<file path="src/rtl/axis_fir_sym_pkg.sv">
// rtl/axis_fir_sym_pkg.sv - shared FSM type, width helpers and output formatting for axis_fir_sym_mc
package axis_fir_sym_pkg;

  typedef enum logic [1:0] {ST_IDLE, ST_CALC, ST_DRAIN, ST_OUT} state_t;

  // Flush covers the three arithmetic stages plus the output formatting register.
  localparam int FLUSH_CYCLES = 4;

  function automatic int acc_width(input int dw, input int cw, input int h);
    return dw + cw + 1 + $clog2(h);
  endfunction

  function automatic int ch_width(input int n);
    return (n > 1) ? $clog2(n) : 1;
  endfunction

  function automatic logic signed [63:0] fmt_out(input logic signed [63:0] v, input int dw,
                                                 input bit sat);
    logic signed [63:0] hi;
    logic signed [63:0] lo;
    hi = (64'sd1 <<< (dw - 1)) - 64'sd1;
    lo = -(64'sd1 <<< (dw - 1));
    if (sat && (v > hi)) return hi;
    if (sat && (v < lo)) return lo;
    return v;
  endfunction

endpackage

</file>
<file path="src/rtl/axis_fir_sym_delay_line.sv">
// rtl/axis_fir_sym_delay_line.sv - one channel's sample history with two mirrored read ports
module axis_fir_sym_delay_line
  import axis_fir_sym_pkg::*;
#(
  parameter int DATA_WIDTH = 16,
  parameter int N_TAPS     = 64,
  parameter int IDX_W      = $clog2(N_TAPS)
) (
  input  logic                         clk,
  input  logic                         resetn,
  input  logic                         en,
  input  logic signed [DATA_WIDTH-1:0] din,
  input  logic        [IDX_W-1:0]      idx_a,
  input  logic        [IDX_W-1:0]      idx_b,
  output logic signed [DATA_WIDTH-1:0] tap_a,
  output logic signed [DATA_WIDTH-1:0] tap_b
);

  logic signed [DATA_WIDTH-1:0] taps [N_TAPS];

  always_ff @(posedge clk) begin
    if (!resetn) begin
      for (int i = 0; i < N_TAPS; i++) taps[i] <= '0;
    end else if (en) begin
      taps[0] <= din;
      for (int i = 1; i < N_TAPS; i++) taps[i] <= taps[i-1];
    end
  end

  assign tap_a = taps[idx_a];
  assign tap_b = taps[idx_b];

endmodule

</file>
<file path="src/rtl/axis_fir_sym_mc.sv">
// rtl/axis_fir_sym_mc.sv - multichannel sequential symmetric FIR on AXI-Stream, one pre-add/MAC
// AXIS_FIR_SYM_SATURATE_EN: clamp the shifted accumulator to the output range instead of wrapping.
module axis_fir_sym_mc
  import axis_fir_sym_pkg::*;
#(
  parameter int DATA_WIDTH  = 16,
  parameter int COEFF_WIDTH = 16,
  parameter int N_TAPS      = 64,
  parameter int N_CHANNELS  = 1,
  parameter int OUT_SHIFT   = 15,
  localparam int H    = N_TAPS / 2,
  localparam int AW   = $clog2(H),
  localparam int CH_W = ch_width(N_CHANNELS)
) (
  input  logic                          clk,
  input  logic                          resetn,
  input  logic        [AW-1:0]          coeff_addr,
  input  logic signed [COEFF_WIDTH-1:0] coeff_data,
  input  logic                          coeff_valid,
  output logic                          coeff_ready,
  input  logic signed [DATA_WIDTH-1:0]  s_axis_tdata,
  input  logic        [CH_W-1:0]        s_axis_tid,
  input  logic                          s_axis_tvalid,
  output logic                          s_axis_tready,
  output logic signed [DATA_WIDTH-1:0]  m_axis_tdata,
  output logic        [CH_W-1:0]        m_axis_tid,
  output logic                          m_axis_tvalid,
  input  logic                          m_axis_tready
);

  localparam int TW     = $clog2(N_TAPS);
  localparam int PW     = DATA_WIDTH + COEFF_WIDTH + 1;
  localparam int ACW    = acc_width(DATA_WIDTH, COEFF_WIDTH, H);
  localparam int NCH_P2 = 1 << CH_W;
`ifdef AXIS_FIR_SYM_SATURATE_EN
  localparam bit SAT = 1'b1;
`else
  localparam bit SAT = 1'b0;
`endif

  state_t                        state;
  logic        [AW-1:0]          cnt;
  logic        [2:0]             dcnt;
  logic        [CH_W-1:0]        cur_tid;
  logic signed [COEFF_WIDTH-1:0] coef [H];
  logic signed [DATA_WIDTH-1:0]  tap_a [NCH_P2];
  logic signed [DATA_WIDTH-1:0]  tap_b [NCH_P2];
  logic        [TW-1:0]          idx_a;
  logic        [TW-1:0]          idx_b;
  logic                          s_hs;
  logic                          tid_ok;
  logic signed [DATA_WIDTH:0]    pre;
  logic signed [COEFF_WIDTH-1:0] pre_c;
  logic signed [PW-1:0]          prod;
  logic signed [ACW-1:0]         acc;
  logic signed [ACW-1:0]         shifted;
  logic                          v1, v2, f1, f2;

  assign s_hs    = s_axis_tvalid && s_axis_tready;
  assign tid_ok  = int'(s_axis_tid) < N_CHANNELS;
  assign idx_a   = TW'(cnt);
  assign idx_b   = TW'(N_TAPS - 1) - idx_a;
  assign shifted = acc >>> OUT_SHIFT;

  // Unused slots of the power-of-two mux read as zero; cur_tid never selects them.
  for (genvar ch = 0; ch < NCH_P2; ch++) begin : g_ch
    if (ch < N_CHANNELS) begin : g_line
      axis_fir_sym_delay_line #(
        .DATA_WIDTH(DATA_WIDTH), .N_TAPS(N_TAPS), .IDX_W(TW)
      ) u_line (
        .clk   (clk),
        .resetn(resetn),
        .en    (s_hs && tid_ok && (s_axis_tid == CH_W'(ch))),
        .din   (s_axis_tdata),
        .idx_a (idx_a),
        .idx_b (idx_b),
        .tap_a (tap_a[ch]),
        .tap_b (tap_b[ch])
      );
    end else begin : g_unused
      assign tap_a[ch] = '0;
      assign tap_b[ch] = '0;
    end
  end

  // Coefficients survive reset; coeff_ready is low during reset so no write slips in.
  always_ff @(posedge clk) begin
    if (coeff_valid && coeff_ready) coef[coeff_addr] <= coeff_data;
  end

  always_ff @(posedge clk) begin
    if (!resetn) begin
      v1    <= 1'b0;
      v2    <= 1'b0;
      f1    <= 1'b0;
      f2    <= 1'b0;
      pre   <= '0;
      pre_c <= '0;
      prod  <= '0;
      acc   <= '0;
    end else begin
      v1    <= (state == ST_CALC);
      f1    <= (state == ST_CALC) && (cnt == '0);
      pre   <= {tap_a[cur_tid][DATA_WIDTH-1], tap_a[cur_tid]}
             + {tap_b[cur_tid][DATA_WIDTH-1], tap_b[cur_tid]};
      pre_c <= coef[cnt];
      v2    <= v1;
      f2    <= f1;
      prod  <= pre * pre_c;
      if (v2) acc <= f2 ? ACW'(prod) : acc + ACW'(prod);
    end
  end

  always_ff @(posedge clk) begin
    if (!resetn) begin
      state         <= ST_IDLE;
      cnt           <= '0;
      dcnt          <= '0;
      cur_tid       <= '0;
      s_axis_tready <= 1'b0;
      coeff_ready   <= 1'b0;
      m_axis_tvalid <= 1'b0;
      m_axis_tdata  <= '0;
      m_axis_tid    <= '0;
    end else begin
      case (state)
        ST_IDLE: begin
          s_axis_tready <= 1'b1;
          coeff_ready   <= 1'b1;
          // Samples on an out-of-range TID are swallowed without leaving IDLE.
          if (s_hs && tid_ok) begin
            state         <= ST_CALC;
            cur_tid       <= s_axis_tid;
            cnt           <= '0;
            s_axis_tready <= 1'b0;
            coeff_ready   <= 1'b0;
          end
        end
        ST_CALC: begin
          cnt <= cnt + 1'b1;
          if (cnt == AW'(H - 1)) begin
            state <= ST_DRAIN;
            cnt   <= '0;
            dcnt  <= '0;
          end
        end
        ST_DRAIN: begin
          dcnt <= dcnt + 1'b1;
          if (dcnt == 3'(FLUSH_CYCLES - 1)) begin
            state         <= ST_OUT;
            m_axis_tvalid <= 1'b1;
            m_axis_tdata  <= DATA_WIDTH'(fmt_out(64'(shifted), DATA_WIDTH, SAT));
            m_axis_tid    <= cur_tid;
          end
        end
        ST_OUT: begin
          if (m_axis_tready) begin
            state         <= ST_IDLE;
            m_axis_tvalid <= 1'b0;
            s_axis_tready <= 1'b1;
            coeff_ready   <= 1'b1;
          end
        end
        default: state <= ST_IDLE;
      endcase
    end
  end

endmodule
</file>
<file path="config.mk">
export PLATFORM = sky130hd
export DESIGN_NAME = axis_fir_sym_mc
export DESIGN_NICKNAME = d
export VERILOG_FILES = /design/src/rtl/axis_fir_sym_pkg.sv /design/src/rtl/axis_fir_sym_delay_line.sv /design/src/rtl/axis_fir_sym_mc.sv
export SDC_FILE = /design/constraint.sdc
export NUM_CORES = 2
export LEC_CHECK = 0
export ABC_AREA = 1
export BUFFER_PORTS_ARGS = -buffer_cell sky130_fd_sc_hd__buf_2
export CAP_MARGIN = 20
export CORE_MARGIN = 1
export CORE_UTILIZATION = 41
export CTS_CLUSTER_SIZE = 16
export DETAILED_ROUTE_END_ITERATION = 8
export MAX_ROUTING_LAYER = met4
export SLEW_MARGIN = 30
export SYNTH_ARGS = -nofsm -noshare
export SYNTH_HDL_FRONTEND = slang
export SYNTH_SLANG_ARGS = --single-unit
</file>
<file path="constraint.sdc">
create_clock -name clk -period 131.6 [get_ports clk]
set_input_delay 13.16 -clock clk [delete_from_list [all_inputs] [get_ports clk]]
set_output_delay 13.16 -clock clk [all_outputs]
set_load 0.02 [all_outputs]
</file>
==> flow_metrics.tcl <==
set metrics [dict create \
    slew_viol_final 0 \
    switching_share 0.411 \
    globalRouteOverflowTotal 0 \
    grt_usage 0.199 \
    p_sw_w 0.000827 \
    antenna_found_initial 1 \
    final.setup.tns_ns 0 \
    drc 0 \
    syn_area_per_cell_sq_um 9.51 \
    viasPerCell 5.09 \
    vdd_ir_drop_max_mv 0.0308 \
    place_area_sq_mm 0.0879 \
    worst-setup-path-type "in -> reg" \
    critPathMaxFanout 71 \
    cts_buffers 179 \
    num_io_pins 63 \
    fin_nets 9258 \
    wl_met3_mm 10.5 \
    postRouteAntennaNets 0 \
    die_x_um 459 \
    h-tree-depth 4 \
    grt_pass1_wl_mm 325 \
    topRoutingLayerUsed "met4" \
    grt_max_degree 233 \
    syn_inst 9000 \
    drt-total-wl_mm 205 \
    clock_latency_ns 0.85 \
    dr.pass1.iters 6 \
    vias 59900 \
    cts_hold_buffers 0 \
    required_ns 132.07 \
    hold_viol_final 0 \
    rows 167 \
    dp.cells 11400 \
    dieArea_sq_mm 0.211 \
    tightestPinTransition_ns 0.981 \
    final_common_cell "inv_1" \
    yosysSeqAreaShare 0.570 \
    cts_root_buffer "clkbuf_16" \
    stdcell_count 11800 \
    grt_pass1_vias 58800 \
    ys_warn_count 0 \
    core_sq_mm 0.207 \
    status "complete, no violations" \
    cts.sinks 1670 \
    fin_crit_ns 17.54 \
    p_leak_nw 40.9 \
    grt_setup_unrepaired "false" \
    final.setup_skew_ns 0.0771 \
    clkSlewWorstSetupHoldPaths_ns 0.06 \
    synth_nets 9443 \
    routedWlPerCell_um 17.4 \
    drtIter0Drc 4898 \
    initial_utilization 0.413 \
    max_freq_mhz 57.0 \
    seqPwrFrac 0.336 \
    die_h_um 459 \
    clock_power_share 0.245 \
    met2RoutedLength_mm 97.6 \
    synthDistinctLibCells 46 \
    post_cts_resized 0 \
    slew_headroom 0.345 \
    clock_path_buffers 3 \
    wl_met1_mm 91.8 \
    num-fill-cells 19600 \
    cts_tree "yes" \
    finalSetupViolCount 0 \
    place.gp.congestion 0.898 \
    area_delta_synth_final_pct 9.75 \
    p_per_area_mw_per_mm2 21.4 \
    ys_seq_elements 1670 \
    cts_setup_buffers 0 \
    crit_path_end_kind "flip-flop" \
    layout_common_cells "inv_1 (1630), edfxtp_1 (1536), nand2_1 (1391)" \
    hold-worst-slack_ns 0.368 \
    drive_gt1_frac 0.0506 \
    worst_hold_path_type "reg -> reg" \
    start_kind "primary input" \
    intPower_w 0.00118 \
    arrival_ns 18.00 \
    stdcell_area_sq_mm 0.0939 \
    maxCapViolations 0 \
    hpwlAfterDp_mm 122 \
    io_buffers 62 \
    syn_area_sq_mm 0.0856 \
    min_period_over_period 0.133 \
    power_frac_comb 0.419 \
]
Yosys cell counts (all sizes together):
master | n | area share
clkbuf | 330 | 0.014
o211ai | 15 | 0.0014
o221ai | 1 | 0.00010
edfxtp | 1536 | 0.54
nand2 | 1392 | 0.061
o21bai | 13 | 0.0011
clkinv | 2 | 0.000088
a21boi | 1 | 0.000088
xor2 | 11 | 0.0011
inv | 1641 | 0.072
or2 | 8 | 0.00058
nand3b | 4 | 0.00035
and3 | 1 | 0.000073
nand3 | 165 | 0.0096
buf | 181 | 0.012
dfxtp | 134 | 0.031
fa | 264 | 0.062
o21a | 11 | 0.00096
ha | 136 | 0.020
o21ai | 961 | 0.056
xnor2 | 12 | 0.0012
o311ai | 1 | 0.00010
o31ai | 1 | 0.000088
a211oi | 11 | 0.0011
a21oi | 494 | 0.029
nor3 | 30 | 0.0019
nand4 | 47 | 0.0034
a31oi | 17 | 0.0012
o22ai | 244 | 0.018
nor2 | 1309 | 0.057
a21o | 9 | 0.00079
and2 | 8 | 0.00058
a221oi | 9 | 0.0014
o221a | 1 | 0.00013
stage by stage:
stage               setup WS (ns)  total power, W   util
global placement           112.87         0.00151  0.424
CTS                        114.03         0.00202  0.452
finish                     114.06         0.00201  0.453
floorplan                   43.41         0.00136      -
global route               113.75         0.00216  0.453
detailed placement         113.10         0.00152  0.424
power groups by stage:
stage                     registers, W  logic [W]  clock network, W
after floorplan               0.000753   0.000603                 0
after detailed placement      0.000686   0.000833                 0
after CTS                     0.000675   0.000838          0.000503
after global placement        0.000685   0.000826                 0
after global routing          0.000681   0.000955          0.000524
final                         0.000676   0.000841          0.000492
layout make-up:
class	count	area [sq um]	share of cell area
Clock buffer	241	4790	0.0510
Clock inverter	93	975	0.0104
Tap cell	2788	3490	0.0371
Timing Repair Buffer	145	1150	0.0122
Multi-Input combinational cell	5176	28500	0.303
Antenna cell	2	5.00	0.0000533
Sequential cell	1670	48800	0.520
Inverter	1643	6200	0.0660
flip-flops by register name, summed over array words and instances, names as in the netlist, 2 cells and up, named ones only:
name and flops:
prod 31, coef 512, pre_c 16, state 2, cnt 5, acc 31
dcnt 3, g_ch.g_line.u_line.taps 1024, pre 17, m_axis_tdata 16
critical path, cell delays in order:
cell     delay [ns]
buf_2          0.07
nand2_1        0.08
o21ai_4        0.52
buf_4          0.84
buf_4          0.85
buf_4          0.79
buf_4          0.79
buf_4          0.70
kinds of logic after synthesis:
logic type	after synthesis	synth area share
xor+xnor	23	0.00235
compound gates	1789	0.112
flops	1670	0.570
simple gates	2964	0.135
buf+inv	2154	0.0991
fa+ha+maj	400	0.0816
final timing paths:
path	start	end	slack [ns]	depth (start not counted)
max reg2reg	pre_c[1]	prod[29]	125.15	19
max	s_axis_tvalid	g_ch[0].g_line.u_line.taps[55][15]	114.06	8
min reg2reg	v1	v2	0.37	2
min	v1	v2	0.37	2
routing by layer:
layer,vias up,GRT usage
li1,28800,-
met1,29200,0.263
met2,1531,0.323
met3,305,0.0258
met4,0,0.0565
met5,-,-
No activity file was read; power rests on OpenSTA's default activity.
